## config.mk

```make
export PLATFORM = sky130hd
export DESIGN_NAME = vdp_reg_write_arbiter_flat
export DESIGN_NICKNAME = d
export VERILOG_FILES = /design/src/rtl/vdp_reg_write_arbiter_if.sv /design/src/rtl/vdp_reg_write_arbiter.sv /design/src/flat_wrapper.sv
export SDC_FILE = /design/constraint.sdc
export NUM_CORES = 1
export LEC_CHECK = 0
export BUFFER_PORTS_ARGS = -buffer_cell sky130_fd_sc_hd__buf_4
export CELL_PAD_IN_SITES_DETAIL_PLACEMENT = 1
export CELL_PAD_IN_SITES_GLOBAL_PLACEMENT = 2
export CORE_UTILIZATION = 34
export CTS_BUF_LIST = sky130_fd_sc_hd__clkbuf_8
export DETAILED_ROUTE_END_ITERATION = 7
export MAX_ROUTING_LAYER = met4
export PLACE_DENSITY = 0.67
export SLEW_MARGIN = 20
export SYNTH_ARGS = -nofsm -noshare
export SYNTH_HDL_FRONTEND = slang
export SYNTH_SLANG_ARGS = --single-unit
```

## constraint.sdc

```tcl
create_clock -name clk -period 5.8 [get_ports clk]
set_clock_uncertainty 0.1 [all_clocks]
set_input_delay 0.87 -clock clk [delete_from_list [all_inputs] [get_ports clk]]
set_output_delay 0.87 -clock clk [all_outputs]
set_load 0.005 [all_outputs]
```

## src/rtl/vdp_reg_write_arbiter_if.sv

```systemverilog
// vdp_reg_write_arbiter_if
// Bundles the host write request, the copper write stream and the merged
// register-file write port of the VDP register write arbiter.
//   host_*          : host CPU single-write request (host_ready = slot free)
//   copper_*        : copper write stream into the FIFO, plus FIFO flush
//   reg_write_*     : merged write port toward the VDP register file
//   fifo_level      : copper FIFO occupancy
//   copper_overflow : sticky flag, a copper write was dropped
// The arbiter connects through the slave modport; the driving side
// (host/copper/register file) uses the master modport.
interface vdp_reg_write_arbiter_if #(
  parameter int FIFO_DEPTH = 4
);
  localparam int LVL_W = $clog2(FIFO_DEPTH + 1);

  logic             host_write_en;
  logic [5:0]       host_address;
  logic [15:0]      host_data;
  logic             host_ready;

  logic             copper_write_en;
  logic [5:0]       copper_address;
  logic [15:0]      copper_data;
  logic             copper_ready;
  logic             copper_flush;

  logic             reg_write_en;
  logic [5:0]       reg_write_address;
  logic [15:0]      reg_write_data;
  logic [LVL_W-1:0] fifo_level;
  logic             copper_overflow;

  modport master (
    output host_write_en, host_address, host_data,
    output copper_write_en, copper_address, copper_data, copper_flush,
    input  host_ready, copper_ready,
    input  reg_write_en, reg_write_address, reg_write_data,
    input  fifo_level, copper_overflow
  );

  modport slave (
    input  host_write_en, host_address, host_data,
    input  copper_write_en, copper_address, copper_data, copper_flush,
    output host_ready, copper_ready,
    output reg_write_en, reg_write_address, reg_write_data,
    output fifo_level, copper_overflow
  );
endinterface

```

## src/rtl/vdp_reg_write_arbiter.sv

```systemverilog
// vdp_reg_write_arbiter
// Merges host CPU register writes and copper register writes into the single
// VDP register file write port. Copper writes are buffered in a small FIFO;
// the host has a one-entry holding register. When both sources have a write
// ready, the source that was not granted last wins.
// Ports:
//   clk   : clock
//   reset : synchronous, active-high reset
//   bus   : vdp_reg_write_arbiter_if.slave (host, copper and register port)
module vdp_reg_write_arbiter #(
  parameter int FIFO_DEPTH = 4
) (
  input  logic                    clk,
  input  logic                    reset,
  vdp_reg_write_arbiter_if.slave  bus
);
  localparam int PTR_W = $clog2(FIFO_DEPTH);
  localparam int LVL_W = $clog2(FIFO_DEPTH + 1);

  localparam logic [0:0] SRC_HOST   = 1'b0;
  localparam logic [0:0] SRC_COPPER = 1'b1;

  logic [5:0]       fifo_addr [FIFO_DEPTH];
  logic [15:0]      fifo_data [FIFO_DEPTH];
  logic [PTR_W-1:0] wr_ptr;
  logic [PTR_W-1:0] rd_ptr;
  logic [LVL_W-1:0] level;

  logic             pending;
  logic [5:0]       hold_addr;
  logic [15:0]      hold_data;

  logic [0:0]       last_grant;
  logic             overflow;
  logic             out_en;
  logic [5:0]       out_addr;
  logic [15:0]      out_data;

  logic             copper_ready_i;
  logic             fifo_valid;
  logic             grant_copper;
  logic             grant_host;
  logic             push;
  logic             drop;

  // Everything here is decoded from pre-edge state, so a full FIFO stays
  // not-ready in the cycle it pops, and a flush cannot cancel a grant
  // already selected from the current head.
  always_comb begin
    copper_ready_i = (level < LVL_W'(FIFO_DEPTH));
    fifo_valid     = (level != '0);
    grant_copper   = fifo_valid && (!pending || (last_grant == SRC_HOST));
    grant_host     = pending && !grant_copper;
    push           = bus.copper_write_en && copper_ready_i && !bus.copper_flush;
    drop           = bus.copper_write_en && !copper_ready_i;
  end

  always_ff @(posedge clk) begin
    if (push) begin
      fifo_addr[wr_ptr] <= bus.copper_address;
      fifo_data[wr_ptr] <= bus.copper_data;
    end
  end

  always_ff @(posedge clk) begin
    if (reset) begin
      wr_ptr     <= '0;
      rd_ptr     <= '0;
      level      <= '0;
      pending    <= 1'b0;
      hold_addr  <= '0;
      hold_data  <= '0;
      last_grant <= SRC_HOST;
      overflow   <= 1'b0;
      out_en     <= 1'b0;
      out_addr   <= '0;
      out_data   <= '0;
    end else begin
      if (drop) begin
        overflow <= 1'b1;
      end

      if (bus.copper_flush) begin
        wr_ptr <= '0;
        rd_ptr <= '0;
        level  <= '0;
      end else begin
        wr_ptr <= wr_ptr + PTR_W'(push);
        rd_ptr <= rd_ptr + PTR_W'(grant_copper);
        level  <= level + LVL_W'(push) - LVL_W'(grant_copper);
      end

      // grant_host requires pending, so load and clear never coincide.
      if (grant_host) begin
        pending <= 1'b0;
      end else if (bus.host_write_en && !pending) begin
        pending   <= 1'b1;
        hold_addr <= bus.host_address;
        hold_data <= bus.host_data;
      end

      out_en <= grant_copper || grant_host;
      if (grant_copper) begin
        out_addr   <= fifo_addr[rd_ptr];
        out_data   <= fifo_data[rd_ptr];
        last_grant <= SRC_COPPER;
      end else if (grant_host) begin
        out_addr   <= hold_addr;
        out_data   <= hold_data;
        last_grant <= SRC_HOST;
      end
    end
  end

  assign bus.host_ready        = !pending;
  assign bus.copper_ready      = copper_ready_i;
  assign bus.reg_write_en      = out_en;
  assign bus.reg_write_address = out_addr;
  assign bus.reg_write_data    = out_data;
  assign bus.fifo_level        = level;
  assign bus.copper_overflow   = overflow;
endmodule

```

## src/flat_wrapper.sv

```systemverilog
// flat-port wrapper written by rule: the top's interface ports become plain ports
module vdp_reg_write_arbiter_flat 
#(
  parameter int FIFO_DEPTH = 4
)
  (clk, reset, bus_host_write_en, bus_host_address, bus_host_data, bus_copper_write_en, bus_copper_address, bus_copper_data, bus_copper_flush, bus_host_ready, bus_copper_ready, bus_reg_write_en, bus_reg_write_address, bus_reg_write_data, bus_fifo_level, bus_copper_overflow);
  vdp_reg_write_arbiter_if #(.FIFO_DEPTH(FIFO_DEPTH)) bus_i ();
  input  logic clk;
  input  logic reset;
  input wire logic [$bits(bus_i.host_write_en)-1:0] bus_host_write_en;
  input wire logic [$bits(bus_i.host_address)-1:0] bus_host_address;
  input wire logic [$bits(bus_i.host_data)-1:0] bus_host_data;
  input wire logic [$bits(bus_i.copper_write_en)-1:0] bus_copper_write_en;
  input wire logic [$bits(bus_i.copper_address)-1:0] bus_copper_address;
  input wire logic [$bits(bus_i.copper_data)-1:0] bus_copper_data;
  input wire logic [$bits(bus_i.copper_flush)-1:0] bus_copper_flush;
  output wire logic [$bits(bus_i.host_ready)-1:0] bus_host_ready;
  output wire logic [$bits(bus_i.copper_ready)-1:0] bus_copper_ready;
  output wire logic [$bits(bus_i.reg_write_en)-1:0] bus_reg_write_en;
  output wire logic [$bits(bus_i.reg_write_address)-1:0] bus_reg_write_address;
  output wire logic [$bits(bus_i.reg_write_data)-1:0] bus_reg_write_data;
  output wire logic [$bits(bus_i.fifo_level)-1:0] bus_fifo_level;
  output wire logic [$bits(bus_i.copper_overflow)-1:0] bus_copper_overflow;
  assign bus_i.host_write_en = bus_host_write_en;
  assign bus_i.host_address = bus_host_address;
  assign bus_i.host_data = bus_host_data;
  assign bus_i.copper_write_en = bus_copper_write_en;
  assign bus_i.copper_address = bus_copper_address;
  assign bus_i.copper_data = bus_copper_data;
  assign bus_i.copper_flush = bus_copper_flush;
  assign bus_host_ready = bus_i.host_ready;
  assign bus_copper_ready = bus_i.copper_ready;
  assign bus_reg_write_en = bus_i.reg_write_en;
  assign bus_reg_write_address = bus_i.reg_write_address;
  assign bus_reg_write_data = bus_i.reg_write_data;
  assign bus_fifo_level = bus_i.fifo_level;
  assign bus_copper_overflow = bus_i.copper_overflow;
  vdp_reg_write_arbiter #(.FIFO_DEPTH(FIFO_DEPTH)) u_core (.clk(clk), .reset(reset), .bus(bus_i));
endmodule
```

== Yosys cells after proc, flatten, opt, wreduce, memory -nomap -nowiden ==
Memories as Yosys holds them, arrays and structs flattened. A register that Yosys moved wholly into a read port is not among the register bits.
Index checks and enable logic that the tools add are counted.
Cells by class
  magnitude comparators: 1
  add/sub/neg operators: 4
  mux-type cells: 10
  reduce and logical (&&, ||, !) cells: 17
  bitwise operators: 2
Operators with widths (count)
  16-bit two-way mux: 2
  6-bit two-way mux: 2
  1-bit logical AND: 6
  2-bit by 1-bit adder with 2-bit output: 2
  1-bit logical NOT: 4
  1-bit two-way mux: 4
  2-bit two-way mux: 2
  2-bit OR reduction: 2
  3-bit by 1-bit adder with 3-bit output: 1
  3-bit < comparator, second input constant: 1
  3-bit nonzero test: 1
  3-bit by 1-bit subtractor with 3-bit output: 1
  1-bit logical OR: 2
  1-bit NOT: 2
  2-bit AND reduction: 1
  2-bit nonzero test: 1
Word-level totals
  register bits after elaboration: 55
  output and inout bits: 29
  RAM bits: 88
  word-level logic and storage cells: 47
  memories: 2
Memory list
  u_core.fifo_data: words 4, width 16, rd ports 1, clocked after memory_dff 1, wr ports 1, RTL line vdp_reg_write_arbiter.sv:24  | logic [15:0] fifo_data [FIFO_DEPTH];
  u_core.fifo_addr: words 4, width 6, rd ports 1, clocked after memory_dff 1, wr ports 1, RTL line vdp_reg_write_arbiter.sv:23  | logic [5:0] fifo_addr [FIFO_DEPTH];

== Longest topological paths before layout ==
  depth in word-level cells: 7
  mapped depth: 10
  gate-level depth less buffers: 10

== Worst setup path after synthesis ==
Ideal clock, no wire load.
  path type: input to register
  from: in bus_copper_flush
  to: mem u_core.fifo_addr[0][0], enable pin
  setup time: 0.434 ns
  path buffers: 0
  stages: 2
  required time: 5.266 ns
  slack: 2.248 ns
  data arrival time: 3.018 ns
  cell sequence: nor3b_1 > nor3b_1
On the way
  word-level cells in the longest chain between the ends: 4
RTL lines
  start, declared: RTL line flat_wrapper.sv:16  | input wire logic [$bits(bus_i.copper_flush)-1:0] bus_copper_flush;
  1-bit logical NOT: RTL line vdp_reg_write_arbiter.sv:54  | push = bus.copper_write_en && copper_ready_i && !bus.copper_flush;
  1-bit logical AND: RTL line vdp_reg_write_arbiter.sv:54
  1-bit two-way mux: RTL line vdp_reg_write_arbiter.sv:59  | if (push) begin
  1-bit two-way mux (implied by the code): RTL line vdp_reg_write_arbiter.sv:60  | fifo_addr[wr_ptr] <= bus.copper_address;
  end, declared: RTL line vdp_reg_write_arbiter.sv:23
No other way between the ends.

== Worst setup path after layout ==
  from: reg u_core.level[2] (netlist: u_core.bus.fifo_level[2])
  to: reg u_core.out_data[10] (netlist: u_core.bus.reg_write_data[10])
On the way
  word-level cells in the longest chain between the ends: 5
  elaborated cells between the ends (all ways): 6
RTL lines
  start, declared: RTL line vdp_reg_write_arbiter.sv:27  | logic [LVL_W-1:0] level;
  start signal, assigned: RTL line vdp_reg_write_arbiter.sv:90  | level <= level + LVL_W'(push) - LVL_W'(grant_copper);
  3-bit nonzero test (*): RTL line vdp_reg_write_arbiter.sv:51  | fifo_valid = (level != '0);
  1-bit logical AND (*): RTL line vdp_reg_write_arbiter.sv:52  | grant_copper = fifo_valid && (!pending || (last_grant == SRC_HOST));
  1-bit logical NOT: RTL line vdp_reg_write_arbiter.sv:53  | grant_host = pending && !grant_copper;
  1-bit logical AND: RTL line vdp_reg_write_arbiter.sv:53
  2-bit nonzero test (no source line)
  end signal, assigned: RTL line vdp_reg_write_arbiter.sv:105  | out_data <= fifo_data[rd_ptr];
  end signal, assigned: RTL line vdp_reg_write_arbiter.sv:109  | out_data <= hold_data;
  end, declared: RTL line vdp_reg_write_arbiter.sv:37  | logic [15:0] out_data;
Every way passes the cells marked *; elsewhere a longest branch is shown, timed or not.
A chain may end at the register's enable or synchronous reset.

==> metrics <==
reg2reg setup slack=3200 ps; DR pass1 iterations=4; NumNets Final=480; Filler cells=1554; actual slew at the worst max-slew pin=1040 ps; top-area cell type share of the netlist area=0.494; PortBufs=77; Synth Cell Area=5350 sq um; placed cell areas=6120 sq um; Routability Congestion=0.646; Worst setup SP type=flop; first-pass GRT wire length=18600 um; cell area power density=425 nW/um^2; Worst-Skew Late Latency=450 ps; count of final hold-check violations=0; core box area=15300 sq um; WP data required=6090 ps; Die Y=127 um; antenna cell count=0; Post-synth EDFFs=88; WHS=362 ps; die area=16200 sq um; Core Util, Final=0.430; post-synthesis net count=399; max_cap viols=0; leakage=2.45 nW; # clock sinks=143; Die Wd=127 um; Slew headroom=0.306; ys async rst share=0; Syn Inst Count=346; crit path launch=u_core.bus.fifo_level[2]; Yosys cell types=33; fin crit period=2600 ps; worst min path class=reg2reg; Max VDD drop=0.129 mV; vias per inst=4.87; vias in the first global route=3336; Worst-path clk slew=80 ps; Hold Path Cell Cnt=2; Ys Warns=0; GRT Overall Usage=0.163; post-route cell area=6560 sq um; CTS tree=done; Mapped Avg Cell Area=15.5 sq um; DPL Wire Length=7640 um; deepest clock path buffer count=2; final wirelength=12000 um; Yosys top cell by area=edfxtp_1; Slew Viols, Final=0; Sequential cell area=3740 sq um; Avg WL per Cell=18.5 um; Critical Path Fanout Max=25; DR vias=3172; Post-synth top flop=edfxtp_1; post-cts sizing count=0; postcts setup bufs=0; total congestion overflow=0; Clock Tree Root=clkbuf_8; Initial Util=0.351; CTS Hold Bufs=0; share of cells above drive strength 1=0.311; status=complete, no violations; Setup TNS=0 ps; largest net degree at the start of global routing=31; RSZ-0062 raised after global routing=false; num ports=78; Multi-input gate area=1450 sq um; initial DRC count=165; Setup CP Type=reg2reg; row cnt=45; Post-route DRC=0; Post-synth top cells=edfxtp_1 (88), dfxtp_1 (55), nand2_1 (46); Fmax=0.385 GHz; Crit. End Element=flop; final worst path period share=0.448; reg2reg path depth=3; post-route ant nets=0; area added between synthesis and finish=22.5%; Worst Path Arrival=2890 ps; final-report setup violation count=0; Area contributors post-synth=edfxtp_1 (49%), dfxtp_1 (21%), mux4_2 (7.2%); register bit total from synthesis=143; H-Tree Depth=4; post-synthesis sequential area ratio=0.699; CTS buffer count=17; initial antenna violation count=0; cell with the most instances after synthesis=edfxtp_1; worst hold start=u_core.hold_data[1]; Worst R2R Start=u_core.bus.fifo_level[2]
[path summary, 6_finish.rpt]
kind / end
max: u_core.bus.reg_write_data[10]
min: u_core.hold_data[1]
max reg2reg: u_core.bus.reg_write_data[10]
min reg2reg: u_core.hold_data[1]
[logic make-up after synthesis]
group | count (synthesis) | share of synthesized area
flip-flops | 143 | 0.699
AND/OR/NAND/NOR | 91 | 0.0820
AO/OA/AOI/OAI | 54 | 0.0748
buffers and inverters | 29 | 0.0320
multiplexers | 22 | 0.0961
adder cells (fa/ha/maj) | 4 | 0.0108
XOR/XNOR | 3 | 0.00491
[routing by layer]
layer	routed length [um]	up-vias	track usage
met1	5720	1599	0.211
met2	5620	72	0.244
met5	0	-	-
met4	185	0	0.0735
li1	-	1487	-
met3	493	14	0.0377
[stage by stage]
step / std cells / worst slack [ps] / power (mW)
2_1_floorplan: 346 / 2250 / 1.69
3_3_place_gp: 618 / 2700 / 1.94
4_1_cts: 651 / 3140 / 2.83
3_5_place_dp: 619 / 3000 / 1.96
5_1_grt: 651 / 2970 / 2.93
6_report: 651 / 3200 / 2.79
[layout by cell type, fill, tap and decap left out, drive strengths merged]
cell type,n
ha,3
nand2b,1
nor2b,1
nand3,1
and2,3
a21boi,1
nand2,46
inv,9
xnor2,3
clkinv,8
or4,1
a21oi,28
buf,84
edfxtp,88
mux4,22
nor3b,2
a221o,22
o21ai,1
or2,1
dfxtp,55
nor3,2
bufinv,5
a211oi,1
o31ai,1
clkbuf,17
nor2,8
and3,23
fa,1
or3,2
[power by group]
part / switching [mW] / leakage [nW] / internal, mW / total [mW]
logic: 0.305 / 0.967 / 0.327 / 0.631
registers: 0.0848 / 1.25 / 1.20 / 1.29
clock network: 0.364 / 0.228 / 0.503 / 0.867
total: 0.754 / 2.45 / 2.03 / 2.79
[state kept, by name, summed over array words and instances, names as in the netlist]
signal	count
u_core.bus.reg_write_address	6
u_core.fifo_addr	24
u_core.fifo_data	64
u_core.hold_addr	6
u_core.hold_data	16
u_core.rd_ptr	2
u_core.bus.reg_write_en	1
u_core.bus.fifo_level	3
u_core.bus.copper_overflow	1
u_core.wr_ptr	2
u_core.last_grant	1
u_core.pending	1
u_core.bus.reg_write_data	16
[final cells by class]
class | count | share of cell area
inverter | 7 | 0.00401
multi-input combinational | 174 | 0.222
tap | 211 | 0.0403
clock inverter | 15 | 0.0307
timing repair buffer | 84 | 0.0967
clock buffer | 17 | 0.0357
sequential | 143 | 0.571
[worst max-delay path, stage by stage (launching register included)]
cell	delay (ps)
dfxtp_1	380
or3_1	750
a211oi_4	1010
a221o_1	300
No activity file was read; power rests on OpenSTA's default activity.
